## src/rtl/axi_arb_lru.sv

```systemverilog
// rtl/axi_arb_lru.sv - registered burst-locking arbiter with fixed, round-robin or LRU ranking
module axi_arb_lru #(
    parameter int SENDER_NUM = 8,
    parameter int MODE       = 2,
    parameter int IDX_W      = $clog2(SENDER_NUM)
) (
    input  logic                        clk,
    input  logic                        rst,
    input  logic [SENDER_NUM-1:0]       req,
    input  logic                        hs,
    input  logic                        last,
    output logic [SENDER_NUM-1:0]       grant,
    output logic [IDX_W-1:0]            grant_idx,
    output logic                        grant_valid,
    output logic [SENDER_NUM*IDX_W-1:0] prio_rank
);

    typedef enum logic {IDLE, BUSY} state_t;

    state_t                              state, state_d;
    logic [SENDER_NUM-1:0][IDX_W-1:0]    rank_q, rank_d;
    logic [SENDER_NUM-1:0]               grant_d;
    logic [IDX_W-1:0]                    idx_d;
    logic [SENDER_NUM-1:0]               arb_req;
    logic [IDX_W-1:0]                    win_idx;
    logic [IDX_W-1:0]                    best_rank;
    logic [IDX_W-1:0]                    old_r;
    logic                                win_any;
    logic                                done;
    int                                  rr_t;

    assign done        = (state == BUSY) && hs && last;
    assign grant_valid = (state == BUSY);
    assign prio_rank   = rank_q;

    always_comb begin
        rank_d = rank_q;
        old_r  = rank_q[grant_idx];
        rr_t   = 0;
        if (done) begin
            if (MODE == 1) begin
                // Sender k+1 becomes rank 0; kept within 0..N-1 without a modulo operator
                for (int i = 0; i < SENDER_NUM; i++) begin
                    rr_t = i + SENDER_NUM - 1 - int'(grant_idx);
                    if (rr_t >= SENDER_NUM) rr_t = rr_t - SENDER_NUM;
                    rank_d[i] = IDX_W'(rr_t);
                end
            end else if (MODE == 2) begin
                for (int i = 0; i < SENDER_NUM; i++) begin
                    if (IDX_W'(i) == grant_idx)
                        rank_d[i] = IDX_W'(SENDER_NUM - 1);
                    else if (rank_q[i] > old_r)
                        rank_d[i] = rank_q[i] - IDX_W'(1);
                end
            end
        end
    end

    // The completing sender is masked out so it cannot be re-granted back-to-back
    assign arb_req = (state == BUSY) ? (req & ~grant) : req;

    always_comb begin
        win_any   = 1'b0;
        win_idx   = '0;
        best_rank = '0;
        for (int i = 0; i < SENDER_NUM; i++) begin
            if (arb_req[i] && (!win_any || rank_d[i] < best_rank)) begin
                win_any   = 1'b1;
                win_idx   = IDX_W'(i);
                best_rank = rank_d[i];
            end
        end
    end

    always_comb begin
        state_d = state;
        grant_d = grant;
        idx_d   = grant_idx;
        case (state)
            IDLE: begin
                if (win_any) begin
                    state_d = BUSY;
                    grant_d = SENDER_NUM'(1) << win_idx;
                    idx_d   = win_idx;
                end
            end
            BUSY: begin
                if (done) begin
                    if (win_any) begin
                        grant_d = SENDER_NUM'(1) << win_idx;
                        idx_d   = win_idx;
                    end else begin
                        state_d = IDLE;
                        grant_d = '0;
                        idx_d   = '0;
                    end
                end
            end
            default: begin
                state_d = IDLE;
                grant_d = '0;
                idx_d   = '0;
            end
        endcase
    end

    always_ff @(posedge clk) begin
        if (rst) begin
            state     <= IDLE;
            grant     <= '0;
            grant_idx <= '0;
            for (int i = 0; i < SENDER_NUM; i++) rank_q[i] <= IDX_W'(i);
        end else begin
            state     <= state_d;
            grant     <= grant_d;
            grant_idx <= idx_d;
            rank_q    <= rank_d;
        end
    end

endmodule

```

## config.mk

```make
export PLATFORM = sky130hd
export DESIGN_NAME = axi_arb_lru
export DESIGN_NICKNAME = d
export VERILOG_FILES = /design/src/rtl/axi_arb_lru.sv
export SDC_FILE = /design/constraint.sdc
export NUM_CORES = 1
export LEC_CHECK = 0
export ABC_AREA = 1
export BUFFER_PORTS_ARGS = -buffer_cell sky130_fd_sc_hd__buf_4
export CORE_MARGIN = 5
export CORE_UTILIZATION = 30
export DETAILED_ROUTE_END_ITERATION = 16
export GPL_ROUTABILITY_DRIVEN = 0
export GPL_TIMING_DRIVEN = 1
export PLACE_DENSITY_LB_ADDON = 0.05
export SLEW_MARGIN = 20
export SYNTH_ARGS = -nofsm -noshare
export SYNTH_HDL_FRONTEND = slang
export SYNTH_SLANG_ARGS = --single-unit
export TNS_END_PERCENT = 100
```

## constraint.sdc

```tcl
create_clock -name clk -period 12.7 [get_ports clk]
set_input_delay 0.635 -clock clk [delete_from_list [all_inputs] [get_ports clk]]
set_output_delay 0.635 -clock clk [all_outputs]
set_load 0.005 [all_outputs]
```

==> results of run 1 <==
[flip-flops by register name (all words and copies together) (netlist names)]
| register | flops |
|---|---|
| prio_rank | 24 |
| grant_valid | 1 |
| grant | 8 |
| grant_idx | 3 |
[layout by cell type, fill, tap and decap left out, drive strengths merged, types with 4 or more instances in the layout]
| master | instances |
|---|---|
| o21ai | 34 |
| a31oi | 4 |
| a21oi | 30 |
| o22ai | 7 |
| ha | 46 |
| nand3 | 42 |
| nand2 | 153 |
| clkbuf | 6 |
| nor2 | 59 |
| inv | 83 |
| or2 | 6 |
| nor3 | 4 |
| buf | 50 |
| dfxtp | 36 |
[power by group through the flow]
stage,combinational (W),clock (W),sequential [W]
floorplan,0.000578,0,0.000161
global placement,0.000760,0,0.000167
detailed placement,0.000766,0,0.000167
CTS,0.000770,0.0000975,0.000164
global route,0.000881,0.000102,0.000168
finish,0.000761,0.0000919,0.000164
[path summary, 6_finish.rpt]
check / from / end / cells after the start
max: grant_idx[1] / grant[1] / 64
min: grant[3] / grant[3] / 2
max reg2reg: grant_idx[1] / grant[1] / 64
min reg2reg: grant[3] / grant[3] / 2
[area by class of cell]
class                      instances  area, um2  share of cell area, %
clock buffer                       6       82.6                   2.08
timing repair buffer              50        375                   9.45
clock inverter                     2       10.0                  0.252
multi-input combinational        402       2290                   57.7
inverter                          84        317                   7.97
tap                              140        175                   4.41
sequential                        36        721                   18.1
[synthesized netlist by cell type, drive strengths merged]
master  instances  area (um2)
o21ai          34         170
nor3            4        20.0
or2             6        37.5
xor2            1        8.76
o211ai          3        22.5
o32ai           1        8.76
clkinv          1        5.00
dfxtp          36         721
o22ai           7        43.8
clkbuf          6        22.5
a21oi          30         150
nand2         153         667
nor2           59         241
o21a            1        7.51
a22oi           1        7.51
nand3          42         228
a32oi           3        26.3
o221ai          1        8.76
inv            83         312
a31oi           4        25.0
a21boi          1        7.51
a211oi          2        15.0
nand3b          3        22.5
ha             46         576
[stage by stage]
| step | power [W] | hold WS [ns] |
|---|---|---|
| after floorplan | 0.000740 | 0.475 |
| after global placement | 0.000927 | 0.479 |
| after detailed placement | 0.000932 | 0.481 |
| after CTS | 0.00103 | 0.493 |
| after global routing | 0.00115 | 0.520 |
| final | 0.00102 | 0.494 |
[cell families (layout without fill, tap and decap cells)]
| kind of cell | after synthesis | after routing | share of synthesized area [%] |
|---|---|---|---|
| and+or+nand+nor | 267 | 267 | 36.3 |
| buffers and inverters | 90 | 142 | 10.1 |
| AOI/OAI and AO/OA | 88 | 88 | 14.7 |
| adders and majority gates | 46 | 46 | 17.2 |
| DFF | 36 | 36 | 21.5 |
| xor gates and xnor gates | 1 | 1 | 0.261 |
[metal layers]
metal | track usage [%] | vias up | wire (um)
li1 | - | 1823 | -
met1 | 21.2 | 1451 | 4980
met2 | 26.2 | 63 | 4720
met3 | 2.40 | 4 | 426
met4 | 3.71 | 0 | 63
met5 | 0 | - | 0
[critical path: cells and delay by family, from the launching register on]
family / cells / cell delay, ns
flops: 1 / 0.39
simple gates: 39 / 3.41
compound gates: 13 / 3.10
fa+ha+maj: 8 / 2.47
buf+inv: 4 / 0.29
==> flow_summary_export.csv, run 1 <==
group,metric,value,unit
timing,maxSlewHeadroom,27.2,%
floorplan,die_area,13400,um2
timing,setup_viol,0,
placement,place_area,3880,um2
timing,rsz0062_at_grt,"false",
floorplan,die_y,116,um
cts,hold_buffers,0,
worst_setup_path,endpoint_kind,"flop",
route,wl,10200,um
placement,dp_cells,712,
cts,cts_sinks,36,
route,vias,3341,
worst_setup_path,cp_max_fo,8,
floorplan,start_util,30.8,%
power_and_ir_drop,switchingPower,0.000545,W
route,viasPerCell,4.64,
cells_and_area,fillers,1177,
power_and_ir_drop,ir_drop,0.000116,V
cells_and_area,nets,637,
worst_setup_path,crit_path_frequent_cell,"nand2_1",
cts,ctsRootBufferMaster,"clkbuf_8",
cts,cts.clk_slew.worst_paths,0.08,ns
power_and_ir_drop,power_frac_seq,16.1,%
grt,grt_use_total,15.6,%
grt,antenna_found_initial,0,
worst_setup_path,cp.arrival,10.03,ns
logic_synthesis,netlist-cell-type-count,30,
outcome,status,"finished clean",
route,wl_per_cell,14.2,um
logic_synthesis,syn_area,3350,um2
grt,grt_pass1_wl,16100,um
cts,cts_tree,"built",
placement,dp_hpwl,8200,um
cts,cts_post_setup_buffers_inserted,0,
route,dr.pass1.iters,4,
grt,grt_pass1_vias,3184,
floorplan,die_w,116,um
cells_and_area,n_antenna_cell,0,
timing,fmax,0.102,GHz
timing,clock_skew,0.00492,ns
route,drc_errors,0,
route,drtAntennaViolNets,0,
power_and_ir_drop,p_clk_share,9.0,%
worst_setup_path,cp.required,12.94,ns
route,drt_iter0_drc,160,
cells_and_area,design_area,3970,um2
power_and_ir_drop,swShare,53.6,%
worst_setup_path,cpPeakStageDelay,0.83,ns
timing,worst_pin_slew,1.09,ns
logic_synthesis,ys_seq_area_share,21.5,%
power_and_ir_drop,pwr-share-comb,74.9,%
timing,hold_violations,0,
timing,setup-tns-final,0,ns
logic_synthesis,yosys_register_bits,36,
worst_setup_path,crit_slowest_cell,"o22ai_1",
cts,htree_num_levels,2,
timing,slew_violations,0,
floorplan,fp-row-count,38,
cts,numCtsBuffers,5,
cells_and_area,drive_gt1_share,16.2,%
cts,clockBufferDepth,2,
min_path,hold_path.class,"reg -> reg",
logic_synthesis,yosys_warnings,0,
worst_setup_path,ff2ff_setup_slack,2.91,ns
timing,fin_ws,2.91,ns
cts,cts_resized,0,
logic_synthesis,syn_nets,586,
job,maxCapViolations,0,
cts,insertion_delay,0.30,ns
placement,port_buffers,47,
grt,grt_start_max_net_pins,21,
worst_setup_path,path_class,"reg -> reg",
cells_and_area,stdcell_count,720,
timing,period_needed,9.79,ns
cells_and_area,post-route-util,36.5,%
worst_setup_path,cp-start-kind,"flop",
floorplan,io_pins,48,
logic_synthesis,avgSynthCellArea,6.35,um2
placement,pre_cts_slack,2.87,ns
logic_synthesis,postSynthCellCount,528,
cells_and_area,syn_to_final_growth,18.5,%
power_and_ir_drop,power_leakage,2.07,nW
power_and_ir_drop,power.internal,0.000472,W
grt,overflow,0,
floorplan,coreArea,10900,um2
power_and_ir_drop,p_per_area,256,nW/um2
timing,fin_crit_sh,77.1,%
(Power assumes the default switching activity.)
==> run 2: changes to the inputs <==
==> constraint.sdc (replaced) <==
create_clock -name clk -period 8.4 [get_ports clk]
set_input_delay 0.42 -clock clk [delete_from_list [all_inputs] [get_ports clk]]
set_output_delay 0.42 -clock clk [all_outputs]
set_load 0.005 [all_outputs]
==> run 2 against run 1 <==
Cell count rose by 12%. Maximum frequency rose by 18%. Non-clock buffer count rose by 85. Sequential cell count did not move. Global-route usage rose by 0.94 points. Clock-buffer cell count did not move. Die area did not move. Critical path type unchanged.
==> flow_summary_export.csv, run 2 (synthesis results as in run 1) <==
group,metric,value,unit
timing,fmax,0.121,GHz
worst_setup_path,path_class,"reg -> reg",
route,wl,11200,um
worst_setup_path,cpPeakStageDelay,0.39,ns
cts,insertion_delay,0.30,ns
cells_and_area,design_area,5000,um2
worst_setup_path,critical-path-top-delay-family,"simple AND/OR/NAND/NOR gates",
grt,grt_pass1_wl,17300,um
worst_setup_path,crit_path_frequent_cell,"nand2_1",
timing,worst_pin_slew,0.754,ns
power_and_ir_drop,p_per_area,420,nW/um2
power_and_ir_drop,power_leakage,2.56,nW
worst_setup_path,cp-start-kind,"flop",
timing,maxSlewHeadroom,49.7,%
route,dr.pass1.iters,4,
cells_and_area,nets,722,
power_and_ir_drop,switchingPower,0.00103,W
cells_and_area,layout_commonest_cell,"buf_4",
min_path,whs_path_depth,4,
route,viasPerCell,4.65,
floorplan,start_util,30.8,%
route,wl_per_cell,14.0,um
grt,grt_pass1_vias,3441,
route,drc_errors,0,
timing,fin_crit_sh,98.7,%
grt,antenna_found_initial,0,
cells_and_area,largest_reg_flops,24,
worst_setup_path,crit_slowest_cell,"dfxtp_4",
worst_setup_path,cp.arrival,8.53,ns
worst_setup_path,cp_max_fo,8,
cts,cts_sinks,36,
cts,clockBufferDepth,2,
worst_setup_path,cp_num_cells,70,
floorplan,die_y,116,um
power_and_ir_drop,ir_drop,0.000296,V
worst_setup_path,endpoint_kind,"flop",
cells_and_area,n_antenna_cell,0,
cells_and_area,layout_common_cells,"130 x buf_4, 111 x nand2_1, 76 x inv_1",
route,vias,3741,
route,drt_iter0_drc,134,
placement,place_area,4350,um2
timing,setup_viol,0,
cts,cts_tree,"built",
timing,hold_violations,0,
cells_and_area,fillers,1131,
worst_setup_path,cp.required,8.63,ns
timing,clock_skew,0.0119,ns
outcome,status,"finished clean",
grt,grt_use_total,16.6,%
floorplan,io_pins,48,
placement,dp_hpwl,9020,um
cells_and_area,syn_to_final_growth,49.1,%
cts,ctsRootBufferMaster,"clkbuf_8",
floorplan,fp-row-count,38,
timing,rsz0062_at_grt,"true",
job,maxCapViolations,0,
floorplan,die_area,13400,um2
power_and_ir_drop,power_frac_seq,11.6,%
route,drtAntennaViolNets,0,
power_and_ir_drop,p_clk_share,6.7,%
power_and_ir_drop,pwr-share-comb,81.8,%
placement,port_buffers,47,
floorplan,die_w,116,um
cts,numCtsBuffers,5,
grt,grt_start_max_net_pins,21,
grt,overflow,0,
min_path,hold_path.class,"in -> reg",
cts,cts.clk_slew.worst_paths,0.09,ns
cells_and_area,drive_gt1_share,37.7,%
timing,slew_violations,0,
worst_setup_path,critPathBufInv,7,
timing,setup-tns-final,0,ns
timing,period_needed,8.29,ns
cts,htree_num_levels,2,
power_and_ir_drop,swShare,49.1,%
worst_setup_path,reg2reg_depth,70,
power_and_ir_drop,power.internal,0.00107,W
floorplan,coreArea,10900,um2
run 2: power groups by stage:
stage               clock network, W  registers [W]  logic (W)
floorplan                          0       0.000244   0.000874
detailed placement                 0       0.000240    0.00137
finish                      0.000140       0.000243    0.00172
CTS                         0.000147       0.000237    0.00142
global route                0.000154       0.000248    0.00192
global placement                   0       0.000240    0.00136
run 2: per-stage QoR:
stage	hold slack (ns)	total power, W	utilization, %	worst slack (ns)	instances
final	0.427	0.00210	45.9	0.109	805
after global routing	0.436	0.00233	45.9	-0.390	805
after CTS	0.421	0.00181	41.5	0.0249	784
after detailed placement	0.480	0.00161	40.0	-0.693	775
after global placement	0.479	0.00160	40.0	-0.377	775
after floorplan	0.475	0.00112	-	0.104	528
run 2: layer usage:
metal	GRT usage, %	routed length, um	vias to the layer above
li1	-	-	1996
met1	22.5	5370	1673
met2	27.8	5270	59
met3	2.04	442	13
met4	4.49	162	0
met5	0	0	-
run 2: worst min-delay path, cell delays in order:
cell and delay (ns):
buf_4 0.10, nand2_1 0.06, nand2_1 0.06, a21oi_1 0.05
run 2: repair_timing:
action,in CTS,in global routing
setup buffers,1,21
hold buffers,0,0
gates resized for setup,29,80
endpoints found under the setup margin,11,11
cloned,0,0
pin swaps,1,40
run 2: final timing paths:
| kind | from | endpoint | slack (ns) |
|---|---|---|---|
| max | grant_idx[1] | grant[1] | 0.11 |
| min | last | grant_valid | 0.43 |
| max reg2reg | grant_idx[1] | grant[1] | 0.11 |
| min reg2reg | grant[7] | grant[7] | 0.49 |
run 2: final cells by class:
type | instances | area [um2] | share of cell area [%]
tap | 140 | 175 | 3.50
clock inverter | 2 | 10.0 | 0.200
clock buffer | 6 | 82.6 | 1.65
timing repair buffer | 135 | 1030 | 20.7
inverter | 84 | 329 | 6.58
multi-input combinational | 402 | 2640 | 52.8
sequential | 36 | 728 | 14.6
==> run 3: changes to the inputs <==
--- a/config.mk
+++ b/config.mk
@@ -7,6 +7,7 @@
 export LEC_CHECK = 0
 export ABC_AREA = 1
 export BUFFER_PORTS_ARGS = -buffer_cell sky130_fd_sc_hd__buf_4
+export CORE_ASPECT_RATIO = 1.5
 export CORE_MARGIN = 5
 export CORE_UTILIZATION = 30
 export DETAILED_ROUTE_END_ITERATION = 16
@@ -17,4 +18,4 @@
 export SYNTH_ARGS = -nofsm -noshare
 export SYNTH_HDL_FRONTEND = slang
 export SYNTH_SLANG_ARGS = --single-unit
-export TNS_END_PERCENT = 100
+export TNS_END_PERCENT = 1
==> run 3 against run 2 <==
Sequential power hardly changed. Cell count is 0.12% higher. Largest power group unchanged. Critical path type unchanged. Combinational power fell by 4%.
==> flow_summary_export.csv, run 3 (synthesis results as in run 1) <==
group,metric,value,unit
worst_setup_path,cpPeakStageDelay,0.41,ns
cts,insertion_delay,0.29,ns
cells_and_area,design_area,5040,um2
route,wl,11400,um
grt,grt_use_total,17.1,%
worst_setup_path,cp.arrival,8.33,ns
timing,setup_viol,0,
power_and_ir_drop,p_per_area,415,nW/um2
floorplan,io_pins,48,
min_path,min_from,"rst",
grt,grt_start_max_net_pins,21,
timing,hold_ws,0.456,ns
route,drc_errors,0,
route,vias,3784,
worst_setup_path,r2r-start,"grant_idx[0]",
worst_setup_path,cp-start-kind,"flop",
timing,worst_pin_slew,0.798,ns
placement,place_area,4390,um2
cells_and_area,syn_to_final_growth,50.4,%
cells_and_area,drive_gt1_share,35.8,%
cts,numCtsBuffers,5,
power_and_ir_drop,power_leakage,2.57,nW
job,maxCapViolations,0,
placement,dp_hpwl,9280,um
cells_and_area,largest_reg_flops,24,
cts,clockBufferDepth,2,
worst_setup_path,endpoint_kind,"flop",
floorplan,die_y,139,um
timing,period_needed,8.10,ns
floorplan,coreArea,11000,um2
grt,grt_pass1_wl,17700,um
min_path,hold_path.class,"in -> reg",
route,wl_per_cell,14.1,um
timing,fmax,0.123,GHz
worst_setup_path,crit_slowest_cell,"dfxtp_4",
worst_setup_path,cp_max_fo,8,
cts,cts_tree,"built",
route,drtAntennaViolNets,0,
timing,clock_skew,0.00502,ns
cts,cts.clk_slew.worst_paths,0.06,ns
cells_and_area,layout_common_cells,"125 x buf_4, 113 x nand2_1, 77 x inv_1",
cts,hold_buffers,0,
worst_setup_path,ff2ff_setup_slack,0.30,ns
route,dr.pass1.iters,4,
timing,slew_violations,0,
floorplan,die_area,13400,um2
outcome,status,"finished clean",
worst_setup_path,path_class,"reg -> reg",
timing,maxSlewHeadroom,46.7,%
cts,htree_num_levels,2,
worst_setup_path,cp-startpoint,"grant_idx[0]",
power_and_ir_drop,ir_drop,0.000271,V
floorplan,fp-row-count,47,
route,drt_iter0_drc,92,
cts,cts_sinks,36,
route,viasPerCell,4.69,
grt,grt_pass1_vias,3709,
grt,antenna_found_initial,0,
placement,port_buffers,47,
cells_and_area,nets,716,
timing,rsz0062_at_grt,"true",
worst_setup_path,cp.required,8.63,ns
cts,ctsRootBufferMaster,"clkbuf_16",
grt,overflow,0,
cells_and_area,layout_commonest_cell,"buf_4",
floorplan,start_util,30.5,%
worst_setup_path,crit_path_frequent_cell,"nand2_1",
floorplan,die_w,96.3,um
cells_and_area,n_antenna_cell,0,
timing,hold_violations,0,
timing,fin_crit_sh,96.4,%
run 3: per-layer routing:
metal / track usage (%) / part of all wire, %
met5: 0 / 0
met4: 6.58 / 2.9
met3: 1.78 / 2.5
met2: 31.7 / 53
met1: 19.2 / 41
run 3: worst paths after layout:
path | endpoint | cells past startpoint
max | grant[1] | 73
min | grant_idx[0] | 2
max reg2reg | grant[1] | 73
min reg2reg | grant[7] | 2
run 3: cell type report:
type	instances	area [um2]
clock buffer	8	146
fill	1147	5950
inverter	84	327
multi-input combinational	402	2680
sequential	36	729
tap	147	184
timing repair buffer	129	983
run 3: worst max-delay path, delay by kind of cell (launching register included):
family,cells,cell delay [ns]
buffers and inverters,8,0.62
AND/OR/NAND/NOR,46,3.47
adder cells (fa/ha/maj),8,2.26
AO/OA/AOI/OAI,11,1.28
flip-flops,1,0.41
run 3: what timing repair did:
item | in CTS | in global routing
pin swaps | 0 | 41
endpoints found under the hold margin | 0 | 0
buffers inserted | 0 | 12
gates resized for setup | 19 | 87
cloned | 0 | 0
setup endpoints to repair | 11 | 11
run 3: where the power goes:
part / switching [W] / internal [W] / leakage (nW)
Sequential: 0.0000342 / 0.000211 / 0.295
Combinational: 0.000896 / 0.000757 / 2.20
Clock: 0.0000767 / 0.000119 / 0.0712
run 3: through the flow:
stage	std cells	total power, W	worst slack, ns	util (%)	TNS, ns
finish	806	0.00209	0.298	45.9	0
global route	806	0.00231	-0.345	45.9	-3.08
global placement	786	0.00162	-0.698	39.9	-6.92
CTS	794	0.00187	0.0252	41.7	0
floorplan	528	0.00112	0.104	-	0
detailed placement	786	0.00164	-0.788	39.9	-7.89
